### src/rtl/cpu_types_pkg.sv
// -----------------------------------------------------------------------------
// cpu_types_pkg
// Shared types and constants for the five-stage MIPS core.
//   regdst_t   : destination-register select carried down the pipe
//   memtoreg_t : write-data select carried down the pipe
//   wbstate_t  : writeback-stage run/flush/halt state
//   REG_RA     : link register used by JAL
// -----------------------------------------------------------------------------
package cpu_types_pkg;

    typedef enum logic [1:0] {
        RD   = 2'b00,
        RT   = 2'b01,
        RA   = 2'b10,
        NONE = 2'b11
    } regdst_t;

    typedef enum logic [1:0] {
        ALU  = 2'b00,
        LOAD = 2'b01,
        NPC  = 2'b10,
        ALU2 = 2'b11
    } memtoreg_t;

    typedef enum logic [1:0] {
        RUN    = 2'b00,
        FLUSH  = 2'b01,
        HALTED = 2'b10
    } wbstate_t;

    localparam logic [4:0] REG_RA = 5'd31;

endpackage

### src/rtl/writeback_stage.sv
// -----------------------------------------------------------------------------
// writeback_stage
// Final stage of the five-stage MIPS core. Selects register-file write data
// and destination from the MEM/WB latch, drives the register-file write port,
// keeps a one-entry bypass copy of the last committed write, counts retired
// instructions, and on HALT runs a flush handshake with the data cache before
// raising a sticky halted flag.
//
// Ports
//   CLK, RST                 : clock, asynchronous active-high reset
//   wb_valid, RegW, Mem,
//   RegDest, rd, rt,
//   alu_out, dload, npc,
//   halt_in                  : MEM/WB latch contents
//   WEN, wsel, wdat          : register-file write port (combinational)
//   byp_valid/sel/dat        : last committed write (registered)
//   flush_req, flush_done    : data-cache flush handshake
//   halted                   : core halted (sticky until reset)
//   retired                  : retired-instruction counter, wraps
// -----------------------------------------------------------------------------
module writeback_stage
    import cpu_types_pkg::*;
#(
    parameter int CNT_W = 32
) (
    input  logic             CLK,
    input  logic             RST,
    input  logic             wb_valid,
    input  logic             RegW,
    input  logic [1:0]       Mem,
    input  logic [1:0]       RegDest,
    input  logic [31:0]      rd,
    input  logic [31:0]      rt,
    input  logic [31:0]      alu_out,
    input  logic [31:0]      dload,
    input  logic [31:0]      npc,
    input  logic             halt_in,
    output logic             WEN,
    output logic [4:0]       wsel,
    output logic [31:0]      wdat,
    output logic             byp_valid,
    output logic [4:0]       byp_sel,
    output logic [31:0]      byp_dat,
    output logic             flush_req,
    input  logic             flush_done,
    output logic             halted,
    output logic [CNT_W-1:0] retired
);

    wbstate_t         r_state;
    wbstate_t         w_state_nxt;

    logic             r_byp_valid;
    logic [4:0]       r_byp_sel;
    logic [31:0]      r_byp_dat;
    logic [CNT_W-1:0] r_retired;

    logic [4:0]       w_wsel;
    logic [31:0]      w_wdat;
    logic             w_run;
    logic             w_wen;
    logic             w_retire;

    // Only the low five bits of the register-number fields are meaningful.
    logic             w_unused;
    assign w_unused = ^{rd[31:5], rt[31:5]};

    // ---------------------------------------------------------------------
    // Destination and write-data selection (active in every state; WEN is
    // the only thing that gates the register-file write).
    // ---------------------------------------------------------------------
    always_comb begin
        w_wsel = 5'd0;
        case (regdst_t'(RegDest))
            RD:      w_wsel = rd[4:0];
            RT:      w_wsel = rt[4:0];
            RA:      w_wsel = REG_RA;
            default: w_wsel = 5'd0;   // NONE: $0 target, write suppressed below
        endcase
    end

    always_comb begin
        w_wdat = alu_out;
        case (memtoreg_t'(Mem))
            LOAD:    w_wdat = dload;
            NPC:     w_wdat = npc;
            default: w_wdat = alu_out; // ALU and ALU2 both take the ALU result
        endcase
    end

    assign w_run    = (r_state == RUN);
    // HALT itself never writes; $0 is hardwired so writes to it are dropped.
    assign w_wen    = wb_valid & RegW & ~halt_in & (w_wsel != 5'd0) & w_run;
    // HALT counts as retired, bubbles do not.
    assign w_retire = wb_valid & w_run;

    // ---------------------------------------------------------------------
    // Halt FSM
    // ---------------------------------------------------------------------
    always_ff @(posedge CLK or posedge RST) begin
        if (RST) begin
            r_state <= RUN;
        end else begin
            r_state <= w_state_nxt;
        end
    end

    always_comb begin
        w_state_nxt = r_state;
        case (r_state)
            RUN:     if (wb_valid && halt_in) w_state_nxt = FLUSH;
            FLUSH:   if (flush_done)          w_state_nxt = HALTED;
            HALTED:  w_state_nxt = HALTED;
            default: w_state_nxt = RUN;
        endcase
    end

    // ---------------------------------------------------------------------
    // Bypass register: holds the last committed write until overwritten.
    // ---------------------------------------------------------------------
    always_ff @(posedge CLK or posedge RST) begin
        if (RST) begin
            r_byp_valid <= 1'b0;
            r_byp_sel   <= 5'd0;
            r_byp_dat   <= 32'd0;
        end else if (w_wen) begin
            r_byp_valid <= 1'b1;
            r_byp_sel   <= w_wsel;
            r_byp_dat   <= w_wdat;
        end
    end

    // ---------------------------------------------------------------------
    // Retired-instruction counter, wraps naturally at 2^CNT_W.
    // ---------------------------------------------------------------------
    always_ff @(posedge CLK or posedge RST) begin
        if (RST) begin
            r_retired <= '0;
        end else if (w_retire) begin
            r_retired <= r_retired + {{(CNT_W-1){1'b0}}, 1'b1};
        end
    end

    // ---------------------------------------------------------------------
    // Outputs. flush_req/halted decode the state register directly so they
    // drop as soon as the asynchronous reset hits the state flop.
    // ---------------------------------------------------------------------
    assign WEN       = w_wen;
    assign wsel      = w_wsel;
    assign wdat      = w_wdat;
    assign byp_valid = r_byp_valid;
    assign byp_sel   = r_byp_sel;
    assign byp_dat   = r_byp_dat;
    assign flush_req = (r_state == FLUSH);
    assign halted    = (r_state == HALTED);
    assign retired   = r_retired;

endmodule

### config.mk
export PLATFORM = sky130hd
export DESIGN_NAME = writeback_stage
export DESIGN_NICKNAME = d
export VERILOG_FILES = /design/src/rtl/cpu_types_pkg.sv /design/src/rtl/writeback_stage.sv
export SDC_FILE = /design/constraint.sdc
export NUM_CORES = 1
export LEC_CHECK = 0
export ABC_AREA = 1
export CAP_MARGIN = 20
export CORE_AREA = 2 2 110 112
export DETAILED_ROUTE_END_ITERATION = 7
export DIE_AREA = 0 0 112 114
export GPL_TIMING_DRIVEN = 0
export HOLD_SLACK_MARGIN = 0.02
export PLACE_DENSITY = 0.81
export SETUP_SLACK_MARGIN = 0.02
export SYNTH_ARGS = -nofsm -noshare
export SYNTH_HDL_FRONTEND = slang
export SYNTH_SLANG_ARGS = --single-unit
### constraint.sdc
create_clock -name CLK -period 4.76 [get_ports CLK]
set_input_delay 0.714 -clock CLK [delete_from_list [all_inputs] [get_ports CLK]]
set_output_delay 0.714 -clock CLK [all_outputs]
set_load 0.005 [all_outputs]
==> flow_metrics.py <==
metrics = {
    "timing": {
        "worst_clock_skew_ns": 0.005590,
        "slew_violations": 0,
        "setup_slack_ns": 0.8048,
        "layout_worst_path_cycle_share_pct": 83.09,
        "setup_viol": 0,
        "tightest_slew_ns": 0.5153,
        "slew_headroom_pct": 65.65,
        "hold_violations": 0,
        "rsz0062_at_grt": "false",
        "layout_min_cycle_time_ns": 3.955,
        "max_freq_ghz": 0.2528,
        "final.setup.tns_ns": 0,
    },
    "power_and_ir_drop": {
        "leakage_nw": 3.155,
        "p_per_area_nw_per_um2": 376.3,
        "p_comb_share_pct": 37.5,
        "power.share.sequential_pct": 34.6,
        "power.internal_w": 0.001827,
        "switchingPower_w": 0.0007846,
        "pwr-share-clk_pct": 27.9,
        "power_switching_share_pct": 30.04,
        "peakVddDrop_mv": 0.2103,
    },
    "setup_path": {
        "cp.buffers_inverters": 5,
        "reg2reg_slack_ns": 2.72,
        "cp.required_ns": 4.05,
        "cp.depth": 8,
        "worstPathCellList": "clkdlybuf4s50_1, inv_1, ha_1, clkbuf_1, clkbuf_1, a21oi_1, a21oi_1, clkdlybuf4s50_1",
        "arrival_ns": 3.24,
        "end_kind": "output pin",
        "critPathSlowestCell": "clkdlybuf4s50_1",
        "critical-path-top-delay-family": "buffers and inverters",
        "cp_max_fo": 10,
        "critPathLaunchType": "input port",
        "critPathCapture": "wdat[26]",
        "timing.rr.end": "byp_dat[17]",
        "max_stage_delay_ns": 0.60,
        "crit_type": "input port to output pin",
        "reg2reg_from": "r_state[0]",
        "r2r_cells": 9,
        "worstSetupStartpoint": "Mem[0]",
    },
    "route": {
        "antenna_left": 0,
        "drc": 0,
        "dr_total_vias": 4623,
        "drt_pre_antenna_iters": 5,
        "wl_per_cell_um": 15.27,
        "viasPerCell": 4.811,
        "drt_iter0_markers": 239,
        "wl_um": 14680,
    },
    "clock_network": {
        "postCtsSetupBuffers": 0,
        "ctsResizeCount": 0,
        "root_buffer": "clkbuf_16",
        "path_clk_slew_ns": 0.06,
        "clk_latency_ns": 0.33,
        "clockBufferDepth": 2,
        "ctsHoldBuffers": 0,
        "cts_tree": "yes",
        "cts-htree-levels": 3,
        "clock_sinks": 72,
        "numCtsBuffers": 9,
    },
    "yosys": {
        "ys_ff_latch": 72,
        "synth_seq_area_share_pct": 43.31,
        "mappedNetlistNets": 749,
        "syn_avg_cell_area_um2": 7.273,
        "syn_area_um2": 4160,
        "synth_cells": 572,
        "synth.distinct_cells": 24,
        "yosysWarnings": 0,
    },
    "placement": {
        "portBuffers": 225,
        "dp_slack_ns": 0.7997,
        "placed_cells": 945,
        "dpl.hpwl_um": 11750,
        "gp_congestion": 0.9324,
    },
    "floorplanning": {
        "dieArea_um2": 12770,
        "num_rows": 40,
        "core-area_um2": 11710,
        "die_w_um": 112,
        "die_h_um": 114,
        "io_pins": 280,
        "initial_core_util_pct": 35.52,
    },
    "layout": {
        "diodes": 0,
        "final_common_cell": "clkdlybuf4s50_1",
        "layout-drive-gt1-share_pct": 6.020,
        "synthToLayoutAreaGrowth_pct": 66.80,
        "fin_util_pct": 59.25,
        "fillers": 1093,
        "layoutNonFillerInstCount": 961,
        "regArea_um2": 1802,
        "multiInputGateArea_um2": 2037,
        "fin_nets": 986,
        "final_cell_mix": "clkdlybuf4s50_1 (225), nand2_1 (185), dfrtp_1 (72)",
    },
    "global_routing": {
        "grt_max_degree": 43,
        "first_global_vias": 4545,
        "antenna_found_initial": 0,
        "grt_pass1_wl_um": 23540,
        "grt_overflow": 0,
        "grt.total_usage_pct": 23.17,
    },
    "run_status": {
        "outcome": "finished clean",
    },
    "job": {
        "cap_violations": 0,
    },
    "worst_hold_path": {
        "hold_path_class": "register to register",
    },
}
[worst min-delay path by stage]
| stage | from | end | slack, ns | cells past startpoint |
|---|---|---|---|---|
| after detailed placement | byp_valid | byp_valid | 0.46 | 2 |
| final | byp_dat[12] | byp_dat[12] | 0.47 | 2 |
| after floorplan | byp_valid | byp_valid | 0.46 | 2 |
| after CTS | byp_valid | byp_valid | 0.47 | 2 |
| after global routing | byp_dat[15] | byp_dat[15] | 0.49 | 2 |
| after global placement | byp_valid | byp_valid | 0.45 | 2 |
[metal layers]
metal | wire length [µm] | track usage, % | up-vias
li1 | - | - | 2289
met1 | 6191 | 29.31 | 2109
met2 | 6912 | 37.45 | 196
met3 | 1128 | 7.333 | 29
met4 | 443 | 8.618 | 0
met5 | 0 | 0 | -
[final cells by class]
type / instances / share of cell area (%)
multi-input cells: 427 / 29.35
flip-flops and latches: 72 / 25.96
well taps: 147 / 2.651
repair buffers: 226 / 32.74
plain buffers: 23 / 1.929
inverters: 50 / 2.741
clock inverters: 7 / 1.370
clock buffers: 9 / 3.246
[cell usage after synthesis, drive strengths merged]
cell type  count  area share (%)
a21oi         66             7.9
buf           11             2.1
clkbuf        12             1.1
dfrtp         72              43
ha             7             2.1
inv           50             4.5
nand2        195              18
nand3         58             7.1
nand3b         3            0.54
nand4          6            0.90
nor2          64             6.7
nor3           4            0.48
o21ai          3            0.36
o21bai         1            0.45
xnor2         13             2.7
xor2           7             1.5
[worst reg2reg max path, stage by stage, from the launching register on]
cell and delay (ns):
dfrtp_1 0.38, inv_1 0.13, ha_1 0.18, nand2_1 0.17, inv_1 0.12, nand3_1 0.14
inv_2 0.20, buf_1 0.41, nand3_1 0.15, nand2_1 0.09
[registers in the layout, indices dropped and copies added (netlist names)]
name,count
retired,32
byp_dat,32
byp_sel,5
r_state,2
byp_valid,1
[metrics by stage]
stage,hold slack (ns),instance area (µm²),power [W]
5_1_grt,0.4945,6939,0.002767
3_5_place_dp,0.4563,6619,0.001896
3_3_place_gp,0.4460,6596,0.001874
6_report,0.4675,6939,0.002611
2_1_floorplan,0.4570,4160,0.001238
4_1_cts,0.4721,6939,0.002633
[power by group through the flow]
| stage | Clock, W | Sequential (W) | Combinational (W) |
|---|---|---|---|
| global placement | 0 | 0.000906 | 0.000968 |
| finish | 0.000728 | 0.000903 | 0.000980 |
| global route | 0.000767 | 0.000925 | 0.00107 |
| detailed placement | 0 | 0.000912 | 0.000984 |
| floorplan | 0 | 0.000918 | 0.000320 |
| CTS | 0.000738 | 0.000905 | 0.000990 |
[cells by family (layout without fill, tap and decap cells)]
| group | count (synthesis) | count (layout) | share of synthesized area, % |
|---|---|---|---|
| AO/OA/AOI/OAI | 70 | 70 | 8.752 |
| XOR/XNOR | 20 | 20 | 4.211 |
| adder cells (fa/ha/maj) | 7 | 7 | 2.105 |
| buffers and inverters | 73 | 315 | 7.729 |
| flip-flops | 72 | 72 | 43.31 |
| AND/OR/NAND/NOR | 330 | 330 | 33.89 |
No activity file was read; power rests on OpenSTA's default activity.
